## src/rtl/fifo_arb_pkg.sv

```systemverilog
// Shared types and defaults for the FIFO write/read arbiter.
package fifo_arb_pkg;

  typedef enum logic [1:0] {
    IDLE,
    WBURST,
    RD
  } arb_state_t;

  localparam int unsigned DEF_NUM_REQ   = 4;
  localparam int unsigned DEF_DATA_W    = 8;
  localparam int unsigned DEF_BURST_MAX = 4;
  localparam int unsigned DEF_DEPTH     = 32;

  // Burst counter is sized for the largest legal BURST_MAX (15).
  localparam int unsigned BURST_CNT_W   = 4;

  // Width of an index into an n-entry vector; never narrower than one bit.
  function automatic int unsigned idx_w(input int unsigned n);
    return (n > 1) ? $clog2(n) : 1;
  endfunction

endpackage

```

## src/rtl/fifo_rr_pick.sv

```systemverilog
// Combinational round-robin picker: first requester at or after rr_last+1,
// wrapping modulo NUM_REQ.
module fifo_rr_pick
  import fifo_arb_pkg::*;
#(
  parameter int unsigned NUM_REQ = DEF_NUM_REQ,
  parameter int unsigned IDX_W   = idx_w(NUM_REQ)
) (
  input  logic [NUM_REQ-1:0] req,
  input  logic [IDX_W-1:0]   rr_last,
  output logic               valid,
  output logic [IDX_W-1:0]   winner
);

  // Scan requesters starting one past the last owner; first hit wins.
  always_comb begin
    logic [IDX_W-1:0] idx;
    valid  = 1'b0;
    winner = '0;
    idx    = '0;
    for (int unsigned i = 1; i <= NUM_REQ; i++) begin
      idx = IDX_W'((32'(rr_last) + i) % NUM_REQ);
      if (!valid && req[idx]) begin
        valid  = 1'b1;
        winner = idx;
      end
    end
  end

endmodule

```

## src/rtl/fifo_wr_rd_arbiter.sv

```systemverilog
// Shares one FIFO between NUM_REQ round-robin write requesters and a single
// reader, alternating bounded write and read bursts separated by an IDLE cycle.
// Optional occupancy counter on fifo_level when FIFO_ARB_LEVEL_EN is defined;
// otherwise fifo_level is tied to zero.
module fifo_wr_rd_arbiter
  import fifo_arb_pkg::*;
#(
  parameter int unsigned NUM_REQ   = DEF_NUM_REQ,
  parameter int unsigned DATA_W    = DEF_DATA_W,
  parameter int unsigned BURST_MAX = DEF_BURST_MAX,
  parameter int unsigned DEPTH     = DEF_DEPTH
) (
  input  logic                        clk,
  input  logic                        rst,
  input  logic [NUM_REQ-1:0]          req,
  input  logic [NUM_REQ*DATA_W-1:0]   req_data,
  output logic [NUM_REQ-1:0]          gnt,
  input  logic                        rd_req,
  output logic                        rd_gnt,
  input  logic                        fifo_full,
  input  logic                        fifo_empty,
  output logic                        fifo_wr_en,
  output logic [DATA_W-1:0]           fifo_wr_data,
  output logic                        fifo_rd_en,
  output logic [$clog2(DEPTH):0]      fifo_level
);

  localparam int unsigned IDX_W = idx_w(NUM_REQ);
  localparam int unsigned LVL_W = $clog2(DEPTH) + 1;

  arb_state_t             state, state_nxt;
  logic [IDX_W-1:0]       owner, owner_nxt;
  logic [IDX_W-1:0]       rr_last, rr_last_nxt;
  logic [BURST_CNT_W-1:0] burst_cnt, burst_cnt_nxt;
  logic                   rd_turn, rd_turn_nxt;

  logic                   pick_valid;
  logic [IDX_W-1:0]       pick_idx;
  logic                   wr_fire;
  logic                   rd_fire;
  logic                   burst_last;

  fifo_rr_pick #(
    .NUM_REQ (NUM_REQ),
    .IDX_W   (IDX_W)
  ) u_pick (
    .req     (req),
    .rr_last (rr_last),
    .valid   (pick_valid),
    .winner  (pick_idx)
  );

  assign wr_fire    = (state == WBURST) && req[owner] && !fifo_full;
  assign rd_fire    = (state == RD) && rd_req && !fifo_empty;
  assign burst_last = (burst_cnt == BURST_CNT_W'(BURST_MAX - 1));

  // State and arbitration bookkeeping registers.
  always_ff @(posedge clk or posedge rst) begin
    if (rst) begin
      state     <= IDLE;
      owner     <= '0;
      rr_last   <= IDX_W'(NUM_REQ - 1);
      burst_cnt <= '0;
      rd_turn   <= 1'b0;
    end else begin
      state     <= state_nxt;
      owner     <= owner_nxt;
      rr_last   <= rr_last_nxt;
      burst_cnt <= burst_cnt_nxt;
      rd_turn   <= rd_turn_nxt;
    end
  end

  // Phase selection and burst termination.
  always_comb begin
    state_nxt     = state;
    owner_nxt     = owner;
    rr_last_nxt   = rr_last;
    burst_cnt_nxt = burst_cnt;
    rd_turn_nxt   = rd_turn;
    case (state)
      IDLE: begin
        if (rd_req && !fifo_empty && (rd_turn || (req == '0))) begin
          state_nxt     = RD;
          burst_cnt_nxt = '0;
        end else if (pick_valid && !fifo_full) begin
          state_nxt     = WBURST;
          owner_nxt     = pick_idx;
          burst_cnt_nxt = '0;
        end
      end
      WBURST: begin
        if (wr_fire) begin
          burst_cnt_nxt = burst_cnt + 1'b1;
        end
        if (!req[owner] || fifo_full || (wr_fire && burst_last)) begin
          state_nxt   = IDLE;
          rr_last_nxt = owner;
          rd_turn_nxt = 1'b1;
        end
      end
      RD: begin
        if (rd_fire) begin
          burst_cnt_nxt = burst_cnt + 1'b1;
        end
        if (!rd_req || fifo_empty || (rd_fire && burst_last)) begin
          state_nxt   = IDLE;
          rd_turn_nxt = 1'b0;
        end
      end
      default: state_nxt = IDLE;
    endcase
  end

  // Grants and FIFO strobes; write data is zero outside a write phase.
  always_comb begin
    gnt          = '0;
    gnt[owner]   = wr_fire;
    fifo_wr_en   = wr_fire;
    rd_gnt       = rd_fire;
    fifo_rd_en   = rd_fire;
    fifo_wr_data = '0;
    if (state == WBURST) begin
      fifo_wr_data = req_data[owner*DATA_W +: DATA_W];
    end
  end

`ifdef FIFO_ARB_LEVEL_EN
  logic [LVL_W-1:0] level;

  // Occupancy tracking from our own strobes, saturating at 0 and DEPTH.
  always_ff @(posedge clk or posedge rst) begin
    if (rst) begin
      level <= '0;
    end else if (wr_fire && !rd_fire && (level != LVL_W'(DEPTH))) begin
      level <= level + 1'b1;
    end else if (rd_fire && !wr_fire && (level != '0)) begin
      level <= level - 1'b1;
    end
  end

  assign fifo_level = level;
`else
  assign fifo_level = '0;
`endif

endmodule

```

## config.mk

```make
export PLATFORM = sky130hd
export DESIGN_NAME = fifo_wr_rd_arbiter
export DESIGN_NICKNAME = d
export VERILOG_FILES = /design/src/rtl/fifo_arb_pkg.sv /design/src/rtl/fifo_rr_pick.sv /design/src/rtl/fifo_wr_rd_arbiter.sv
export SDC_FILE = /design/constraint.sdc
export NUM_CORES = 1
export LEC_CHECK = 0
export ABC_AREA = 1
export BUFFER_PORTS_ARGS = -buffer_cell sky130_fd_sc_hd__buf_2
export CORE_MARGIN = 3
export CORE_UTILIZATION = 47
export DETAILED_ROUTE_END_ITERATION = 8
export GPL_ROUTABILITY_DRIVEN = 0
export MAX_ROUTING_LAYER = met4
export PLACE_DENSITY_LB_ADDON = 0.05
export SLEW_MARGIN = 20
export SYNTH_ARGS = -nofsm -noshare
export SYNTH_HDL_FRONTEND = slang
export SYNTH_SLANG_ARGS = --single-unit
```

## constraint.sdc

```tcl
create_clock -name clk -period 1.5 [get_ports clk]
set_input_delay 0.3 -clock clk [delete_from_list [all_inputs] [get_ports clk]]
set_output_delay 0.3 -clock clk [all_outputs]
set_load 0.01 [all_outputs]
```

==> flow_metrics.py <==
metrics = {
    "run_status": {
        "status": "complete, but fails checks",
        "violations": "hold timing, setup timing",
    },
    "detailed_routing": {
        "routed_via_density": 5.23,
        "drt_first_pass_iters": 4,
        "drc": 0,
        "ant_nets": 0,
        "drt_wl_total_mm": 4.12,
        "via_count": 1648,
        "drt_iter0_markers": 84,
        "wl_per_cell_um": 13.1,
    },
    "floorplan": {
        "die_area_sq_um": 3510,
        "initial_utilization": 0.514,
        "fp.coreArea_sq_um": 2590,
        "row_count": 18,
        "die_height_um": 59.2,
        "die_w_um": 59.2,
        "pin_count": 62,
    },
    "critical_path": {
        "slowest_stage": "dfrtp_2",
        "crit_path_cell_trace": "o21ai_1 > nand2_1 > nand2_2 > nand3_4 > nor3_2 > buf_2",
        "r2r_slack_ps": -120,
        "r2r_start": "owner[0]",
        "r2r-end": "state[0]",
        "cp.arrival_ps": 1470,
        "endpoint_kind": "primary output",
        "cp-start-kind": "flop",
        "critPathKind": "flop to primary output",
        "critPathMaxFanout": 8,
        "crit_required_ps": 1200,
        "slowest_delay_ps": 470,
        "critical_path_buf_inv_count": 1,
        "path_delay_family": "flip-flops",
        "reg2reg_depth": 11,
    },
    "global_routing": {
        "track_usage": 0.236,
        "grt_pass1_wl_mm": 6.24,
        "grt_pass1_vias": 1444,
        "overflow": 0,
        "grt_max_degree": 12,
        "antenna_found_initial": 0,
    },
    "clock_tree": {
        "insertion_delay_ps": 280,
        "clockRootBuffer": "clkbuf_4",
        "cts_buffer_depth": 2,
        "cts_hold_buffers": 0,
        "cts_max_level": 1,
        "path_clk_slew_ps": 80,
        "cts.sinks": 11,
        "cts_buffers": 3,
        "cts_tree": "done",
    },
    "timing": {
        "finalCritPeriodShare": 1.18,
        "setup_viol": 20,
        "slew_violations": 0,
        "rsz0062_at_grt": "yes",
        "whs_ps": -1.49,
        "hold_viol": 4,
        "clock.fmax_ghz": 0.566,
        "skew_ps": 1.92,
        "setup_ws_ps": -266,
        "min_period_ps": 1770,
    },
    "synth": {
        "ys.flop_type": "dfrtp_1",
        "yosysTopAreaCell": "dfrtp_1",
        "syn_inst": 211,
        "synthesis.area_sq_um": 1330,
        "yosysUniqueCellTypes": 30,
        "ys_warn_count": 0,
        "syn_area_per_cell_sq_um": 6.32,
        "synth_seq_cells": 11,
        "synth_area_leaders": "dfrtp_1, nand2_1, nand3_1",
        "synth_edf_count": 0,
        "synthArstFlopShare": 1.00,
        "netlist.area_leader.share": 0.169,
        "yosysSeqAreaShare": 0.208,
    },
    "cells_and_area": {
        "syn_to_final_growth_pct": 46.8,
        "layout-drive-gt1-share": 0.463,
        "stdcell_count": 315,
        "antenna-diode-count": 0,
        "mostFrequentLayoutCells": "buf_2, nand2_1, nand3_1",
        "final_nets": 332,
        "final_common_cell": "buf_2",
    },
    "hold_path": {
        "hold_class": "primary input to asynchronous set/reset pin",
    },
    "pwr": {
        "ir_worst_vdd_uv": 1240,
        "pwr_density_cell_nw_per_um2": 1810,
        "cellLeakagePower_nw": 1.05,
    },
    "run": {
        "drv_cap": 0,
    },
    "placed_design": {
        "hpwl_mm": 2.92,
        "place_inst": 301,
        "port_buffers": 55,
    },
}
## synth_stat cells (3+ instances only)
library cell / n
nand2_1: 59
nand3_1: 28
inv_1: 27
nor2_1: 10
dfrtp_1: 9
a22oi_1: 8
a31oi_1: 8
nand4_1: 8
buf_4: 7
nand2_2: 7
ha_1: 5
nor3_1: 4
o21ai_0: 4
a21oi_1: 3
clkbuf_1: 3
## per-layer routing
metal  part of all wire  GRT usage  up-vias
li1                   -          -      839
met1               0.41      0.278      755
met2               0.53      0.418       50
met3              0.048     0.0153        4
met4             0.0092     0.0841        0
met5                  0          -        -
## worst reg2reg max path, stage by stage (launching register included)
cell	delay, ps
dfrtp_2	470
nand2_1	100
o21ai_2	50
nand2_1	70
nand2_2	80
buf_4	140
buf_6	100
buf_4	130
nand4_1	140
nand3_2	110
nand2_2	80
nand2_1	40
## timing repair
item                       CTS  global route
setup buffers                8             3
pin swaps                    4            11
resized for setup           23            24
setup endpoints to repair   15            26
## layout make-up
type,count,area (sq um)
Timing Repair Buffer,78,472
Fill cell,211,634
Multi-Input combinational cell,162,1010
Sequential cell,11,280
Tap cell,30,37.5
Inverter,30,125
Clock buffer,3,22.5
Clock inverter,1,5.00
## per-stage QoR
step / util / power [mW] / worst slack (ps) / TNS [ps] / instance area (sq um)
final: 0.755 / 3.53 / -266 / -3670 / 1960
after global routing: 0.755 / 3.88 / -362 / -5730 / 1960
after CTS: 0.716 / 3.25 / -248 / -2980 / 1860
after detailed placement: 0.645 / 2.76 / -22.4 / -101 / 1670
after global placement: 0.645 / 2.75 / 17.5 / 0 / 1670
after floorplan: - / 2.14 / 32.3 / 0 / 1350
## flip-flops by register name (all words and copies together) (netlist names)
register / cells
burst_cnt: 4
owner: 2
rd_turn: 1
rr_last: 2
state: 2
## report_power, final
part           internal, mW  switching [mW]  leakage, nW
Combinational          1.17            1.56        0.897
Clock                0.0991           0.120       0.0177
Sequential            0.434           0.159        0.135
## kinds of logic (layout without fill, tap and decap cells)
family	Yosys count	count (layout)	share of synthesized area
and+or+nand+nor	123	123	0.448
buffers and inverters	43	112	0.156
AOI/OAI and AO/OA	28	28	0.138
DFF	11	11	0.208
adders and majority gates	5	5	0.0469
other	1	6	0.00281
## worst max path at each step
stage	from	to	slack, ps	depth (start not counted)
after global placement	state[1]	fifo_wr_data[4]	20	5
final	owner[0]	gnt[2]	-270	6
after floorplan	owner[0]	fifo_wr_data[0]	30	5
after CTS	owner[0]	gnt[3]	-250	6
after global routing	owner[0]	fifo_wr_data[1]	-360	6
after detailed placement	state[1]	fifo_wr_data[4]	-20	5
No activity file was read; power rests on OpenSTA's default activity.
